$ cat src/rtl/chacha_key_loader.sv
// Byte-serial loader for the ChaCha block set-up (key, counter, nonce) with valid/ready hand-off to the core.
// Optional macro CHACHA_CTR_AUTOINC_EN: on block_done the counter increments and the set-up is reissued.
module chacha_key_loader #(
  parameter int KEY_BYTES   = 32,
  parameter int CTR_BYTES   = 4,
  parameter int NONCE_BYTES = 12
) (
  input  logic         clk,
  input  logic         rst,
  input  logic         in_valid,
  input  logic [7:0]   in_data,
  output logic         in_ready,
  input  logic         cfg_restart,
  output logic [255:0] key,
  output logic [31:0]  counter,
  output logic [95:0]  nonce,
  output logic         setup_valid,
  input  logic         core_ready,
  input  logic         block_done,
  output logic         ctr_wrap,
  output logic [1:0]   state_dbg,
  output logic [5:0]   byte_cnt_dbg
);

  // Handshakes: a byte moves when in_valid && in_ready at a rising edge; the
  // set-up moves to the core when setup_valid && core_ready at a rising edge.

  localparam logic [5:0] CTR_BASE   = 6'(KEY_BYTES);
  localparam logic [5:0] NONCE_BASE = 6'(KEY_BYTES + CTR_BYTES);
  localparam logic [5:0] LAST_BYTE  = 6'(KEY_BYTES + CTR_BYTES + NONCE_BYTES - 1);

  typedef enum logic [1:0] {
    LOAD  = 2'd0,
    ISSUE = 2'd1,
    BUSY  = 2'd2
  } state_t;

  state_t     state;
  state_t     next_state;
  logic [5:0] byte_cnt;
  logic [5:0] next_cnt;
  logic [5:0] nonce_off;
  logic       load_fire;

  assign in_ready     = (state == LOAD);
  assign setup_valid  = (state == ISSUE);
  assign state_dbg    = state;
  assign byte_cnt_dbg = byte_cnt;
  assign load_fire    = (state == LOAD) && in_valid && !cfg_restart;
  assign nonce_off    = byte_cnt - NONCE_BASE;

  always_comb begin
    next_state = state;
    next_cnt   = byte_cnt;
    if (cfg_restart) begin
      next_state = LOAD;
      next_cnt   = 6'd0;
    end else begin
      case (state)
        LOAD: begin
          if (in_valid) begin
            if (byte_cnt == LAST_BYTE) begin
              next_state = ISSUE;
              next_cnt   = 6'd0;
            end else begin
              next_cnt = byte_cnt + 6'd1;
            end
          end
        end
        ISSUE: begin
          if (core_ready) next_state = BUSY;
        end
        BUSY: begin
`ifdef CHACHA_CTR_AUTOINC_EN
          if (block_done) next_state = ISSUE;
`else
          if (block_done) next_state = LOAD;
`endif
        end
        default: begin
          next_state = LOAD;
          next_cnt   = 6'd0;
        end
      endcase
    end
  end

`ifdef CHACHA_CTR_AUTOINC_EN
  logic ctr_wrap_q;
  assign ctr_wrap = ctr_wrap_q;
`else
  assign ctr_wrap = 1'b0;
`endif

  always_ff @(posedge clk or posedge rst) begin
    if (rst) begin
      state    <= LOAD;
      byte_cnt <= 6'd0;
      key      <= '0;
      counter  <= '0;
      nonce    <= '0;
`ifdef CHACHA_CTR_AUTOINC_EN
      ctr_wrap_q <= 1'b0;
`endif
    end else begin
      state    <= next_state;
      byte_cnt <= next_cnt;
      // Bytes land straight in their little-endian word slot; no staging register.
      if (load_fire) begin
        if (byte_cnt < CTR_BASE)
          key[{byte_cnt[4:0], 3'b000} +: 8] <= in_data;
        else if (byte_cnt < NONCE_BASE)
          counter[{byte_cnt[1:0], 3'b000} +: 8] <= in_data;
        else
          nonce[{nonce_off[3:0], 3'b000} +: 8] <= in_data;
      end
`ifdef CHACHA_CTR_AUTOINC_EN
      if (cfg_restart) begin
        ctr_wrap_q <= 1'b0;
      end else if (state == BUSY && block_done) begin
        counter <= counter + 32'd1;
        if (counter == 32'hFFFF_FFFF) ctr_wrap_q <= 1'b1;
      end
`endif
    end
  end

endmodule

$ cat config.mk
export PLATFORM = sky130hd
export DESIGN_NAME = chacha_key_loader
export DESIGN_NICKNAME = d
export VERILOG_FILES = /design/src/rtl/chacha_key_loader.sv
export SDC_FILE = /design/constraint.sdc
export NUM_CORES = 1
export LEC_CHECK = 0
export ABC_AREA = 1
export BUFFER_PORTS_ARGS = -buffer_cell sky130_fd_sc_hd__buf_2
export CORE_MARGIN = 10
export CORE_UTILIZATION = 54
export CTS_CLUSTER_DIAMETER = 200
export DETAILED_ROUTE_END_ITERATION = 10
export GPL_ROUTABILITY_DRIVEN = 1
export PLACE_DENSITY_LB_ADDON = 0.12
export SYNTH_ARGS = -nofsm -noshare
export SYNTH_HDL_FRONTEND = slang
export SYNTH_SLANG_ARGS = --single-unit
$ cat constraint.sdc
create_clock -name clk -period 17.4 [get_ports clk]
set_clock_uncertainty 0.1 [all_clocks]
set_input_delay 3.48 -clock clk [delete_from_list [all_inputs] [get_ports clk]]
set_output_delay 3.48 -clock clk [all_outputs]
set_load 0.01 [all_outputs]
### Yosys cells after proc, flatten, opt, wreduce, memory -nomap -nowiden

Cells that the tools add are included.

* bits of input ports: 14
* word-level logic and storage cells: 51
* register bits: 392
* output and inout port bits: 395

* bitwise operators: 2
* magnitude comparators: 2
* eq/ne operators: 8
* shift operators: 6
* reduce and logical (&&, ||, !) cells: 10
* add/subtract/negate cells: 5
* mux-type cells: 13

Operator list (count)
* bitwise mux 256 bit: 1
* variable shift 8 x 10 -> 256 bit, first input constant: 1
* indexed part select 8 x 10 -> 256 bit: 1
* bitwise mux 96 bit: 1
* variable shift 8 x 9 -> 96 bit, first input constant: 1
* indexed part select 8 x 9 -> 96 bit: 1
* bitwise mux 32 bit: 1
* variable shift 8 x 7 -> 32 bit, first input constant: 1
* indexed part select 8 x 7 -> 32 bit: 1
* two-way mux 6 bit: 3
* < comparator 6 bit, second input constant: 2
* one-hot mux 6 bit (2 select lines): 1
* two-way mux 2 bit: 5
* negator 8 -> 10 bit: 1
* negator 7 -> 9 bit: 1
* negator 5 -> 7 bit: 1
* adder 6 x 1 -> 6 bit, second input constant: 1
* == test 6 bit, second input constant: 1
* inequality test 3 x 2 -> 1 bit, second input constant: 2
* one-hot mux 2 bit (3 select lines): 1
* AND reduction 3 bit: 2
* AND reduction 2 bit: 2
* AND reduction 4 bit: 1
* subtractor 4 x 3 -> 4 bit, second input constant: 1
* 10 further kinds: 12

### Logic depth before layout (Yosys ltp)

* word-level depth: 5
* gate-level depth with buffers: 16
* mapped depth without buffers: 12

### Worst setup path before layout

OpenSTA, ideal clock, no wires.

* path kind: in2reg
* start: input in_valid
* end: register key[112]
* cell stages on the path: 9
* data required time: 17183 ps
* data arrival time: 4538 ps
* slack: 12645 ps
* library setup time: 117 ps
* path buffers: 2
* cells stage by stage: nand2_2 -> nor3_4 -> nand2_1 -> nor2_4 -> buf_6 -> buf_6 -> nand2_2 -> nand2_1 -> nand2_1

* longest elaborated chain between the ends: 3

Ends and longest elaborated chain
* start, declared: line 10 `input logic in_valid,`
* logical AND 1 bit (2 in a row): line 49 `assign load_fire = (state == LOAD) && in_valid && !cfg_restart;`
* AND reduction 2 bit (no source line)
* end signal, assigned by index: line 111 `key[{byte_cnt[4:0], 3'b000} +: 8] <= in_data;`
* end, declared: line 14 `output logic [255:0] key,`

No other way between the ends.
A chain may end at the register's enable or synchronous reset.

### Worst setup path after layout

* start: register byte_cnt[0] (netlist: byte_cnt_dbg[0])
* end: register key[189]

* longest elaborated chain between the ends: 3
* elaborated cells on any way between the ends: 6
* classes of those cells: add/sub (1); order compare (1); shift (2); mux (1); reduce/logical (1)

Ends and longest elaborated chain
* start, declared: line 40 `logic [5:0] byte_cnt;`
* start signal, assigned: line 107 `byte_cnt <= next_cnt;`
* negator 8 -> 10 bit: line 111
* indexed part select 8 x 10 -> 256 bit or variable shift 8 x 10 -> 256 bit (tied branches): line 111
* bitwise mux 256 bit: line 111

Several ways; a longest one is shown, not always the timed one.

==> results.cfg <==
[outcome]
status = complete, no violations

[clocking]
clk_pin_slew_ns = 0.06
postCtsSetupBuffers = 0
cts_tree = built
cts_buffers = 41
cts.sinks = 392
clock_path_buffers = 3
hold_buffers = 0
clock_latency_ns = 0.53
post_cts_resized = 0
cts_root_buffer = clkbuf_16
htreeDepth = 2

[worst_setup_path]
critPathBufInv = 2
rr_endpoint = key[189]$_DFFE_PP0P_
reg2regPathDepth = 9
required_ns = 17.72
path_cells = inv_1, ha_1, nand3_1, nand2_2, buf_4, nand2_1, nor2_4, nand2_1, o21ai_0
cp-start-kind = flip-flop
crit_arrival_ns = 6.14
cp_common_cell = nand2_1
endpoint_kind = flip-flop
regToRegSetupSlack_ns = 11.58
path_class = flip-flop to flip-flop
critPathMaxFanout = 47
r2r-start = byte_cnt_dbg[0]$_DFFE_PP0P_
cp_top_family = simple AND/OR/NAND/NOR gates
cp_slowest_stage_delay_ns = 0.78
crit_path_top_delay_cell = inv_1

[final_layout]
final_area_sq_mm = 0.0204
final_cells = 2818
fillers = 2695
layout-drive-gt1-share_pct = 21.1
n_antenna_cell = 0
final_util_pct = 66.2
area_delta_synth_final_pct = 19.8
nNetsFinal = 2420

[sta]
finalSetupTns_ns = 0
fin_crit_ns = 5.82
setup_viol = 0
worst_slack_ns = 11.58
rsz0062_at_grt = false
hold_viol = 0
timing.hold.ws_ns = 0.366
max_freq_mhz = 172
worst_pin_slew_ns = 1.21
timing.final.crit_share_pct = 33.4
finalMaxSlewViolations = 0
max-slew-margin-rel_pct = 19.0

[placed_design]
dpl.hpwl_microns = 42900
dp_slack_ns = 11.16
placedCellCount = 2748
post_dp_cell_area_sq_mm = 0.0191
place.gp.congestion = 0.897
port_buffers = 407

[synthesis]
synth_top_area_share_pct = 57.6
synthCells = 2037
netlist_area_sq_mm = 0.0170
ys_types = 25
yosysTopAreaCell = dfrtp_1
yosysMostFrequentCell = nand2_1
avgSynthCellArea_sq_um = 8.36
seq_area_frac_synth_pct = 57.6
synth_top_cells_by_count = 740 x nand2_1, 392 x dfrtp_1, 177 x nand3_1
ys_ff_latch = 392
yosysWarnings = 0
synth_edf_count = 0
async_flop_share_pct = 100
synth_fp_nets = 2062
synthTopCellsByArea = dfrtp_1 58%, nand2_1 16%, nand3_1 5.2%
synth_ff_type = dfrtp_1

[floorplan]
design.core.area_sq_mm = 0.0308
die_area_sq_mm = 0.0391
io_pins = 409
num_rows = 64
initial_core_util_pct = 55.3
die_h_microns = 198
die_w_microns = 198

[route]
ant_nets = 0
viasPerCell = 5.56
via_count = 15700
wire_per_inst_microns = 20.8
firstDrtPassIters = 6
drt_iter0_markers = 1475
drc = 0
wirelength_microns = 58700

[worst_hold_path]
hold_path_startpoint = nonce[82]$_DFFE_PP0P_
hold_path_depth = 2
holdPathEnd = nonce[82]$_DFFE_PP0P_
hp-class = flip-flop to flip-flop

[global_routing]
grt_pass1_wl_microns = 90200
antenna_found_initial = 0
grt_max_degree = 94
grtUsageTotal_pct = 29.5
first_global_vias = 15200
gr-total-overflow = 0

[power]
max-vdd-ir-drop_mv = 0.0898
leakage_nw = 11.8
finalPower_mw = 2.70
power_density_mw_per_mm2 = 132

[job]
maxCapViolations = 0
==> how the worst max path moves through the flow <==
stage                                            from                           to  slack [ns]  cells past startpoint
after detailed placement                          rst        nonce[82]$_DFFE_PP0P_       11.16                      4
after global routing      byte_cnt_dbg[0]$_DFFE_PP0P_         key[170]$_DFFE_PP0P_       11.24                      9
after global placement                            rst        nonce[80]$_DFFE_PP0P_       11.22                      4
after CTS                                         rst          key[60]$_DFFE_PP0P_       11.71                      4
after floorplan                                   rst  byte_cnt_dbg[0]$_DFFE_PP0P_        2.92                      1
final                     byte_cnt_dbg[0]$_DFFE_PP0P_         key[189]$_DFFE_PP0P_       11.58                      9
==> layer usage <==
metal  track usage [%]  wire [microns]  up-vias
met2              46.1           27200      700
met3              9.08            5830      120
met4              11.2            2140        0
li1                  -               -     7257
met1              37.9           23600     7583
met5                 0               0        -
==> cell families after synthesis <==
| logic type | share of synthesized area [%] |
|---|---|
| fa+ha+maj | 0.808 |
| compound gates | 5.47 |
| buf+inv | 5.93 |
| simple gates | 30.2 |
| other cells | 0.0220 |
| flops | 57.6 |
==> final cells by class <==
class	count	area (sq um)	share of cell area (%)
Sequential cell	392	9810	48.1
Multi-Input combinational cell	1413	6230	30.5
Timing Repair Buffer	417	2110	10.4
Clock buffer	58	1170	5.73
Inverter	130	495	2.43
Tap cell	396	495	2.43
Clock inverter	12	91.3	0.448
==> layout by cell type, fill, tap and decap left out, drive strengths merged <==
cell      netlist  routed
nand4         102     102
o22ai           1       1
clkinvlp        0       1
nand2         749     749
conb            1       1
nand3         177     177
clkbuf         34      58
inv           121     121
dfrtp         392     392
clkinv          9      19
buf            68     417
nor2          184     184
bufinv          0       1
a21oi          15      15
nor3            3       3
ha             11      11
o21ai         170     170
==> worst register-to-register path: stages (launching register included) <==
cell	delay (ns)
dfrtp_1	0.71
inv_1	0.79
ha_1	0.47
nand3_1	0.51
nand2_2	0.74
buf_4	0.59
nand2_1	0.21
nor2_4	0.69
nand2_1	0.54
o21ai_0	0.35
==> sequential cells by signal, summed over array words and instances (netlist names) <==
| register | cells |
|---|---|
| byte_cnt_dbg | 6 |
| nonce | 96 |
| key | 256 |
| state_dbg | 2 |
| counter | 32 |
==> report_power, final <==
group	total, mW	internal, mW	switching (mW)
sequential	1.03	0.975	0.0521
combinational	0.841	0.156	0.685
clock	0.833	0.482	0.351
No activity file was read; power rests on OpenSTA's default activity.
